==> src/rtl/mem_pkg.sv <==
// rtl/mem_pkg.sv - shared widths, requester IDs and FSM encoding for the memory port arbiter
package mem_pkg;

    localparam int ARCH_BITS   = 32;
    localparam int LINE_BITS   = 128;
    localparam int OFFSET_BITS = 4;

    localparam logic [ARCH_BITS-1:0] LINE_MASK = ~ARCH_BITS'((1 << OFFSET_BITS) - 1);

    typedef logic [1:0] req_id_t;

    localparam req_id_t REQ_I = 2'd0;
    localparam req_id_t REQ_D = 2'd1;
    localparam req_id_t REQ_W = 2'd2;

    typedef enum logic [1:0] {
        ST_IDLE = 2'd0,
        ST_BUSY = 2'd1,
        ST_RESP = 2'd2
    } state_t;

    function automatic logic same_line(input logic [ARCH_BITS-1:0] a, input logic [ARCH_BITS-1:0] b);
        return ((a ^ b) & LINE_MASK) == '0;
    endfunction

endpackage

==> src/rtl/mem_port_arbiter_if.sv <==
// rtl/mem_port_arbiter_if.sv - requester and memory-side signals of the memory port arbiter
interface mem_port_arbiter_if;
    import mem_pkg::*;

    logic                 i_req;
    logic [ARCH_BITS-1:0] i_addr;
    logic [LINE_BITS-1:0] i_line;
    logic                 i_valid;

    logic                 d_req;
    logic [ARCH_BITS-1:0] d_addr;
    logic [LINE_BITS-1:0] d_line;
    logic                 d_valid;

    logic                 w_req;
    logic [ARCH_BITS-1:0] w_addr;
    logic [LINE_BITS-1:0] w_line;
    logic                 w_ack;

    logic                 mem_req;
    logic                 mem_we;
    logic [ARCH_BITS-1:0] mem_addr;
    logic [LINE_BITS-1:0] mem_wline;
    logic [LINE_BITS-1:0] mem_rline;
    logic                 mem_done;

    logic                 busy;

    modport master (
        input  i_req, i_addr, d_req, d_addr, w_req, w_addr, w_line, mem_rline, mem_done,
        output i_line, i_valid, d_line, d_valid, w_ack,
        output mem_req, mem_we, mem_addr, mem_wline, busy
    );

    modport slave (
        output i_req, i_addr, d_req, d_addr, w_req, w_addr, w_line, mem_rline, mem_done,
        input  i_line, i_valid, d_line, d_valid, w_ack,
        input  mem_req, mem_we, mem_addr, mem_wline, busy
    );

endinterface

==> src/rtl/rr_pick3.sv <==
// rtl/rr_pick3.sv - combinational 3-way round-robin picker with a force-W override
module rr_pick3
    import mem_pkg::*;
(
    input  logic [2:0] req,
    input  req_id_t    last,
    input  logic       force_w,
    output req_id_t    winner,
    output logic       valid
);

    always_comb begin
        winner = REQ_I;
        valid  = |req;
        if (force_w) begin
            winner = REQ_W;
        end else begin
            case (last)
                REQ_I:   winner = req[1] ? REQ_D : (req[2] ? REQ_W : REQ_I);
                REQ_D:   winner = req[2] ? REQ_W : (req[0] ? REQ_I : REQ_D);
                default: winner = req[0] ? REQ_I : (req[1] ? REQ_D : REQ_W);
            endcase
        end
    end

endmodule

==> src/rtl/mem_port_arbiter.sv <==
// rtl/mem_port_arbiter.sv - serialises icache, dcache and writeback line transfers onto one memory port
module mem_port_arbiter
    import mem_pkg::*;
(
    input  logic          clk,
    input  logic          rst,
    mem_port_arbiter_if.master bus
);

    state_t               state;
    req_id_t              owner;
    req_id_t              last;
    req_id_t              winner;
    logic                 win_valid;
    logic                 force_w;
    logic [ARCH_BITS-1:0] sel_addr;

    // A writeback to the line a dcache miss wants must land first, or the fill returns stale data.
    assign force_w = bus.d_req & bus.w_req & same_line(bus.d_addr, bus.w_addr);

    rr_pick3 u_pick (
        .req     ({bus.w_req, bus.d_req, bus.i_req}),
        .last    (last),
        .force_w (force_w),
        .winner  (winner),
        .valid   (win_valid)
    );

    always_comb begin
        sel_addr = bus.i_addr;
        case (winner)
            REQ_D:   sel_addr = bus.d_addr;
            REQ_W:   sel_addr = bus.w_addr;
            default: sel_addr = bus.i_addr;
        endcase
    end

    always_ff @(posedge clk) begin
        if (rst) begin
            state         <= ST_IDLE;
            owner         <= REQ_I;
            last          <= REQ_W;
            bus.mem_req   <= 1'b0;
            bus.mem_we    <= 1'b0;
            bus.mem_addr  <= '0;
            bus.mem_wline <= '0;
            bus.i_line    <= '0;
            bus.d_line    <= '0;
            bus.i_valid   <= 1'b0;
            bus.d_valid   <= 1'b0;
            bus.w_ack     <= 1'b0;
            bus.busy      <= 1'b0;
        end else begin
            bus.i_valid <= 1'b0;
            bus.d_valid <= 1'b0;
            bus.w_ack   <= 1'b0;
            case (state)
                ST_IDLE: begin
                    if (win_valid) begin
                        owner        <= winner;
                        last         <= winner;
                        bus.mem_we   <= (winner == REQ_W);
                        bus.mem_addr <= sel_addr & LINE_MASK;
                        if (winner == REQ_W) begin
                            bus.mem_wline <= bus.w_line;
                        end
                        bus.mem_req  <= 1'b1;
                        bus.busy     <= 1'b1;
                        state        <= ST_BUSY;
                    end
                end
                ST_BUSY: begin
                    if (bus.mem_done) begin
                        bus.mem_req <= 1'b0;
                        state       <= ST_RESP;
                        // The pulse is suppressed when the owner has abandoned its request.
                        case (owner)
                            REQ_I: begin
                                bus.i_line  <= bus.mem_rline;
                                bus.i_valid <= bus.i_req;
                            end
                            REQ_D: begin
                                bus.d_line  <= bus.mem_rline;
                                bus.d_valid <= bus.d_req;
                            end
                            default: bus.w_ack <= bus.w_req;
                        endcase
                    end
                end
                ST_RESP: begin
                    bus.busy <= 1'b0;
                    state    <= ST_IDLE;
                end
                default: begin
                    bus.mem_req <= 1'b0;
                    bus.busy    <= 1'b0;
                    state       <= ST_IDLE;
                end
            endcase
        end
    end

endmodule

==> src/flat_wrapper.sv <==
// flat-port wrapper written by rule: the top's interface ports become plain ports
module mem_port_arbiter_flat import mem_pkg::*;
  (clk, rst, bus_i_req, bus_i_addr, bus_d_req, bus_d_addr, bus_w_req, bus_w_addr, bus_w_line, bus_mem_rline, bus_mem_done, bus_i_line, bus_i_valid, bus_d_line, bus_d_valid, bus_w_ack, bus_mem_req, bus_mem_we, bus_mem_addr, bus_mem_wline, bus_busy);
  mem_port_arbiter_if bus_i ();
  input  logic clk;
  input  logic rst;
  input wire logic [$bits(bus_i.i_req)-1:0] bus_i_req;
  input wire logic [$bits(bus_i.i_addr)-1:0] bus_i_addr;
  input wire logic [$bits(bus_i.d_req)-1:0] bus_d_req;
  input wire logic [$bits(bus_i.d_addr)-1:0] bus_d_addr;
  input wire logic [$bits(bus_i.w_req)-1:0] bus_w_req;
  input wire logic [$bits(bus_i.w_addr)-1:0] bus_w_addr;
  input wire logic [$bits(bus_i.w_line)-1:0] bus_w_line;
  input wire logic [$bits(bus_i.mem_rline)-1:0] bus_mem_rline;
  input wire logic [$bits(bus_i.mem_done)-1:0] bus_mem_done;
  output wire logic [$bits(bus_i.i_line)-1:0] bus_i_line;
  output wire logic [$bits(bus_i.i_valid)-1:0] bus_i_valid;
  output wire logic [$bits(bus_i.d_line)-1:0] bus_d_line;
  output wire logic [$bits(bus_i.d_valid)-1:0] bus_d_valid;
  output wire logic [$bits(bus_i.w_ack)-1:0] bus_w_ack;
  output wire logic [$bits(bus_i.mem_req)-1:0] bus_mem_req;
  output wire logic [$bits(bus_i.mem_we)-1:0] bus_mem_we;
  output wire logic [$bits(bus_i.mem_addr)-1:0] bus_mem_addr;
  output wire logic [$bits(bus_i.mem_wline)-1:0] bus_mem_wline;
  output wire logic [$bits(bus_i.busy)-1:0] bus_busy;
  assign bus_i.i_req = bus_i_req;
  assign bus_i.i_addr = bus_i_addr;
  assign bus_i.d_req = bus_d_req;
  assign bus_i.d_addr = bus_d_addr;
  assign bus_i.w_req = bus_w_req;
  assign bus_i.w_addr = bus_w_addr;
  assign bus_i.w_line = bus_w_line;
  assign bus_i.mem_rline = bus_mem_rline;
  assign bus_i.mem_done = bus_mem_done;
  assign bus_i_line = bus_i.i_line;
  assign bus_i_valid = bus_i.i_valid;
  assign bus_d_line = bus_i.d_line;
  assign bus_d_valid = bus_i.d_valid;
  assign bus_w_ack = bus_i.w_ack;
  assign bus_mem_req = bus_i.mem_req;
  assign bus_mem_we = bus_i.mem_we;
  assign bus_mem_addr = bus_i.mem_addr;
  assign bus_mem_wline = bus_i.mem_wline;
  assign bus_busy = bus_i.busy;
  mem_port_arbiter u_core (.clk(clk), .rst(rst), .bus(bus_i));
endmodule
==> config.mk <==
export PLATFORM = sky130hd
export DESIGN_NAME = mem_port_arbiter_flat
export DESIGN_NICKNAME = d
export VERILOG_FILES = /design/src/rtl/mem_pkg.sv /design/src/rtl/mem_port_arbiter_if.sv /design/src/rtl/rr_pick3.sv /design/src/rtl/mem_port_arbiter.sv /design/src/flat_wrapper.sv
export SDC_FILE = /design/constraint.sdc
export NUM_CORES = 1
export LEC_CHECK = 0
export CAP_MARGIN = 15
export CORE_AREA = 2 2 300 302
export DETAILED_ROUTE_END_ITERATION = 16
export DIE_AREA = 0 0 302 304
export HOLD_SLACK_MARGIN = 0.08
export SLEW_MARGIN = 20
export SYNTH_ARGS = -nofsm -noshare
export SYNTH_HDL_FRONTEND = slang
export SYNTH_HIERARCHICAL = 1
export SYNTH_SLANG_ARGS = --single-unit
==> constraint.sdc <==
create_clock -name clk -period 3.9 [get_ports clk]
set_input_delay 0.975 -clock clk [delete_from_list [all_inputs] [get_ports clk]]
set_output_delay 0.975 -clock clk [all_outputs]
set_load 0.1 [all_outputs]
==> results.sh <==
export IMPL_cts_tree="built"
export IMPL_dpl_worst_slack_ns=-0.238
export IMPL_syn_cell_area_um2=15400
export IMPL_outcome="finished, final reports clean"
export IMPL_p_total_mw=12.6
export IMPL_critPathSlowestCell="clkdlybuf4s50_1"
export IMPL_grt_pass1_wl_um=96900
export IMPL_multi_input_area_um2=6160
export IMPL_min_path_type="reg2reg"
export IMPL_rrSetupSlack_ns=1.66
export IMPL_max_slew_worst_pin_slew_ns=1.06
export IMPL_yosys_warnings=6
export IMPL_cts_sinks=423
export IMPL_fp_dieH_um=304
export IMPL_crit_path_frequent_cell="buf_4"
export IMPL_clock_skew_ns=0.0253
export IMPL_dominantRegCellSynth="dfxtp_1"
export IMPL_yosysTopAreaCellShare_pct=55.1
export IMPL_cts_hold_buf=0
export IMPL_worstSkewPairLatency_ns=0.61
export IMPL_hold_viol=0
export IMPL_startpoint_type="input pin"
export IMPL_cpPeakStageDelay_ns=0.44
export IMPL_die_w_um=302
export IMPL_ys_types=32
export IMPL_worstPathCellList="clkdlybuf4s50_1 -> xor2_1 -> nor4_1 -> buf_4 -> nand4_1 -> nor4_1 -> buf_4 -> a31oi_1 -> o21ai_1 -> inv_1 -> ha_1 -> buf_12 -> a221oi_1 -> buf_4 -> a21oi_1 -> nand2_1 -> a21oi_1"
export IMPL_cts_root_buf="clkbuf_16"
export IMPL_ys_seq_elements=423
export IMPL_clk_pin_slew_worst_paths_ns=0.06
export IMPL_cpLargestDelayFamily="buffers and inverters"
export IMPL_vias=15900
export IMPL_drv_slew=0
export IMPL_grt_max_degree=112
export IMPL_cts_max_level=2
export IMPL_area_delta_synth_final_pct=71.1
export IMPL_cp_arrival_ns=3.94
export IMPL_max_cap_violations=0
export IMPL_seq_area_um2=8470
export IMPL_cts_buffers=50
export IMPL_rows=110
export IMPL_rsz0062_at_grt="no"
export IMPL_dp_hpwl_um=49300
export IMPL_synth_edff_count=0
export IMPL_start_util_pct=17.3
export IMPL_final_antenna_net_count=0
export IMPL_synth_area_top_cells="dfxtp_1 55%, nand2_1 20%, a21oi_1 15%"
export IMPL_synth_most_common_cell="nand2_1"
export IMPL_leakagePower_nw=9.11
export IMPL_hold_path_cell_count=2
export IMPL_pin_count=780
export IMPL_min_from="u_core/bus.mem_wline[44]$_SDFFE_PP0P_"
export IMPL_cp_end_kind="flip-flop"
export IMPL_fill_cells=9503
export IMPL_final_cells=3935
export IMPL_fmax_mhz=288
export IMPL_portBuffers=763
export IMPL_die_area_um2=91800
export IMPL_dp_cells=3841
export IMPL_drive_gt1_share_pct=7.11
export IMPL_async_reset_ff_share_pct=0
export IMPL_place_congestion=0.825
export IMPL_ys_top_cells_by_count="831 x nand2_1, 447 x a21oi_1, 423 x dfxtp_1"
export IMPL_r2r_start="u_core/state[0]$_SDFFE_PP0P_"
export IMPL_min_period_over_period_pct=89.1
export IMPL_power_density_nw_per_um2=479
export IMPL_finalSetupViolCount=0
export IMPL_post_cts_buffers=0
export IMPL_vdd_ir_drop_max_mv=0.336
export IMPL_fin_tns_setup_ns=0
export IMPL_layout_min_cycle_time_ns=3.48
export IMPL_layout_setup_ws_ns=0.423
export IMPL_ctsResizeCount=0
export IMPL_final_nets=3077
export IMPL_cts_buffer_depth=3
export IMPL_grtUsageTotal_pct=13.8
export IMPL_r2r_cells=5
export IMPL_wl_per_cell_um=17.0
export IMPL_first_pass_iters=5
export IMPL_drc=0
export IMPL_postSynthCellCount=1983
export IMPL_drt_wl_total_um=67000
export IMPL_grt_ovfl_total=0
export IMPL_maxSlewHeadroom_pct=28.9
export IMPL_timing_rr_end="u_core/bus.d_line[21]$_SDFFE_PP0P_"
export IMPL_core_area_um2=89000
export IMPL_antenna_found_initial=7
export IMPL_hold_end="u_core/bus.mem_wline[44]$_SDFFE_PP0P_"
export IMPL_yosys_area_top_type="dfxtp_1"
export IMPL_final_util_pct=29.5
export IMPL_drt_initial_drc_count=787
export IMPL_required_ns=4.37
export IMPL_yosysSeqAreaShare_pct=55.1
export IMPL_path_max_fanout=21
export IMPL_grt_pass1_vias=15200
export IMPL_avgViaCountPerCell=4.05
export IMPL_avgSynthCellArea_um2=7.75
export IMPL_crit_type="in2reg"
export IMPL_path_buf_inv=6
[registers in the layout (all words and copies together), names as in the netlist, 2 cells and up]
register and cells:
u_core/bus.mem_addr 28, u_core/owner 2, u_core/state 2, u_core/bus.i_line 128
u_core/bus.mem_wline 128, u_core/bus.d_line 128
[worst register-to-register path: cells and delay by family (launching register included)]
family | cells | cell delay [ns]
simple gates | 3 | 1.20
buf+inv | 1 | 0.37
flops | 1 | 0.45
compound gates | 1 | 0.07
[layout make-up]
type	count	share of cell area, %
antenna	2	0.0190
clock buffer	66	5.36
clock inverter	26	1.26
inverter	33	0.471
multi-input combinational	1376	23.4
sequential	423	32.2
tap	1176	5.59
timing repair buffer	833	31.7
[stage by stage]
stage               hold WS, ns  area (um2)
finish                    0.451       26300
CTS                       0.454       26300
global placement          0.440       24600
floorplan                 0.473       15400
global route              0.463       26300
detailed placement        0.446       24600
[where the power goes]
group          leakage, nW  internal, mW  total (mW)  switching [mW]
Sequential            3.43          4.51        4.62           0.103
Clock                0.849          2.96        4.97            2.01
Combinational         4.83         0.911        3.03            2.12
[routing by layer]
metal / global-route usage [%] / routed length, um
met1: 15.4 / 26000
met2: 23.4 / 31800
met3: 5.42 / 6880
met4: 5.45 / 2310
met5: 0 / 27
[cell usage in the layout (no fill, tap or decap), types with 2 or more instances in the layout]
cell type	n
nand2_1	830
clkdlybuf4s50_1	731
a21oi_1	447
dfxtp_1	423
buf_4	81
clkbuf_16	50
inv_1	33
a221oi_1	28
buf_12	20
xor2_1	19
clkinv_2	10
clkbuf_8	10
xnor2_1	9
bufinv_16	6
clkbuf_1	6
clkinvlp_4	5
nor2_1	5
nor4_1	5
nor3_1	4
nand4_1	4
conb_1	4
diode_2	2
clkinv_4	2
nor2b_1	2
nor3b_1	2
[worst max-delay path by stage]
| stage | depth (start not counted) | end | from | slack, ns |
|---|---|---|---|---|
| floorplan | 13 | u_core/bus.mem_addr[11]$_SDFFE_PP0P_ | bus_w_addr[20] | 0.72 |
| global placement | 15 | u_core/bus.mem_addr[23]$_SDFFE_PP0P_ | bus_w_addr[20] | -0.25 |
| detailed placement | 17 | u_core/bus.mem_addr[8]$_SDFFE_PP0P_ | bus_w_addr[20] | -0.24 |
| CTS | 17 | u_core/bus.mem_addr[8]$_SDFFE_PP0P_ | bus_w_addr[20] | 0.43 |
| global route | 17 | u_core/bus.mem_addr[8]$_SDFFE_PP0P_ | bus_w_addr[20] | 0.17 |
| finish | 17 | u_core/bus.mem_addr[8]$_SDFFE_PP0P_ | bus_w_addr[20] | 0.42 |
[cells by family after synthesis]
kind of cell	after synthesis	synth area share, %
AND/OR/NAND/NOR	862	21.5
AO/OA/AOI/OAI	479	16.3
flip-flops	423	55.1
buffers and inverters	187	5.22
XOR/XNOR	28	1.59
adder cells (fa/ha/maj)	2	0.163
other	1	0.0244
multiplexers	1	0.0651
(Power assumes the default switching activity.)
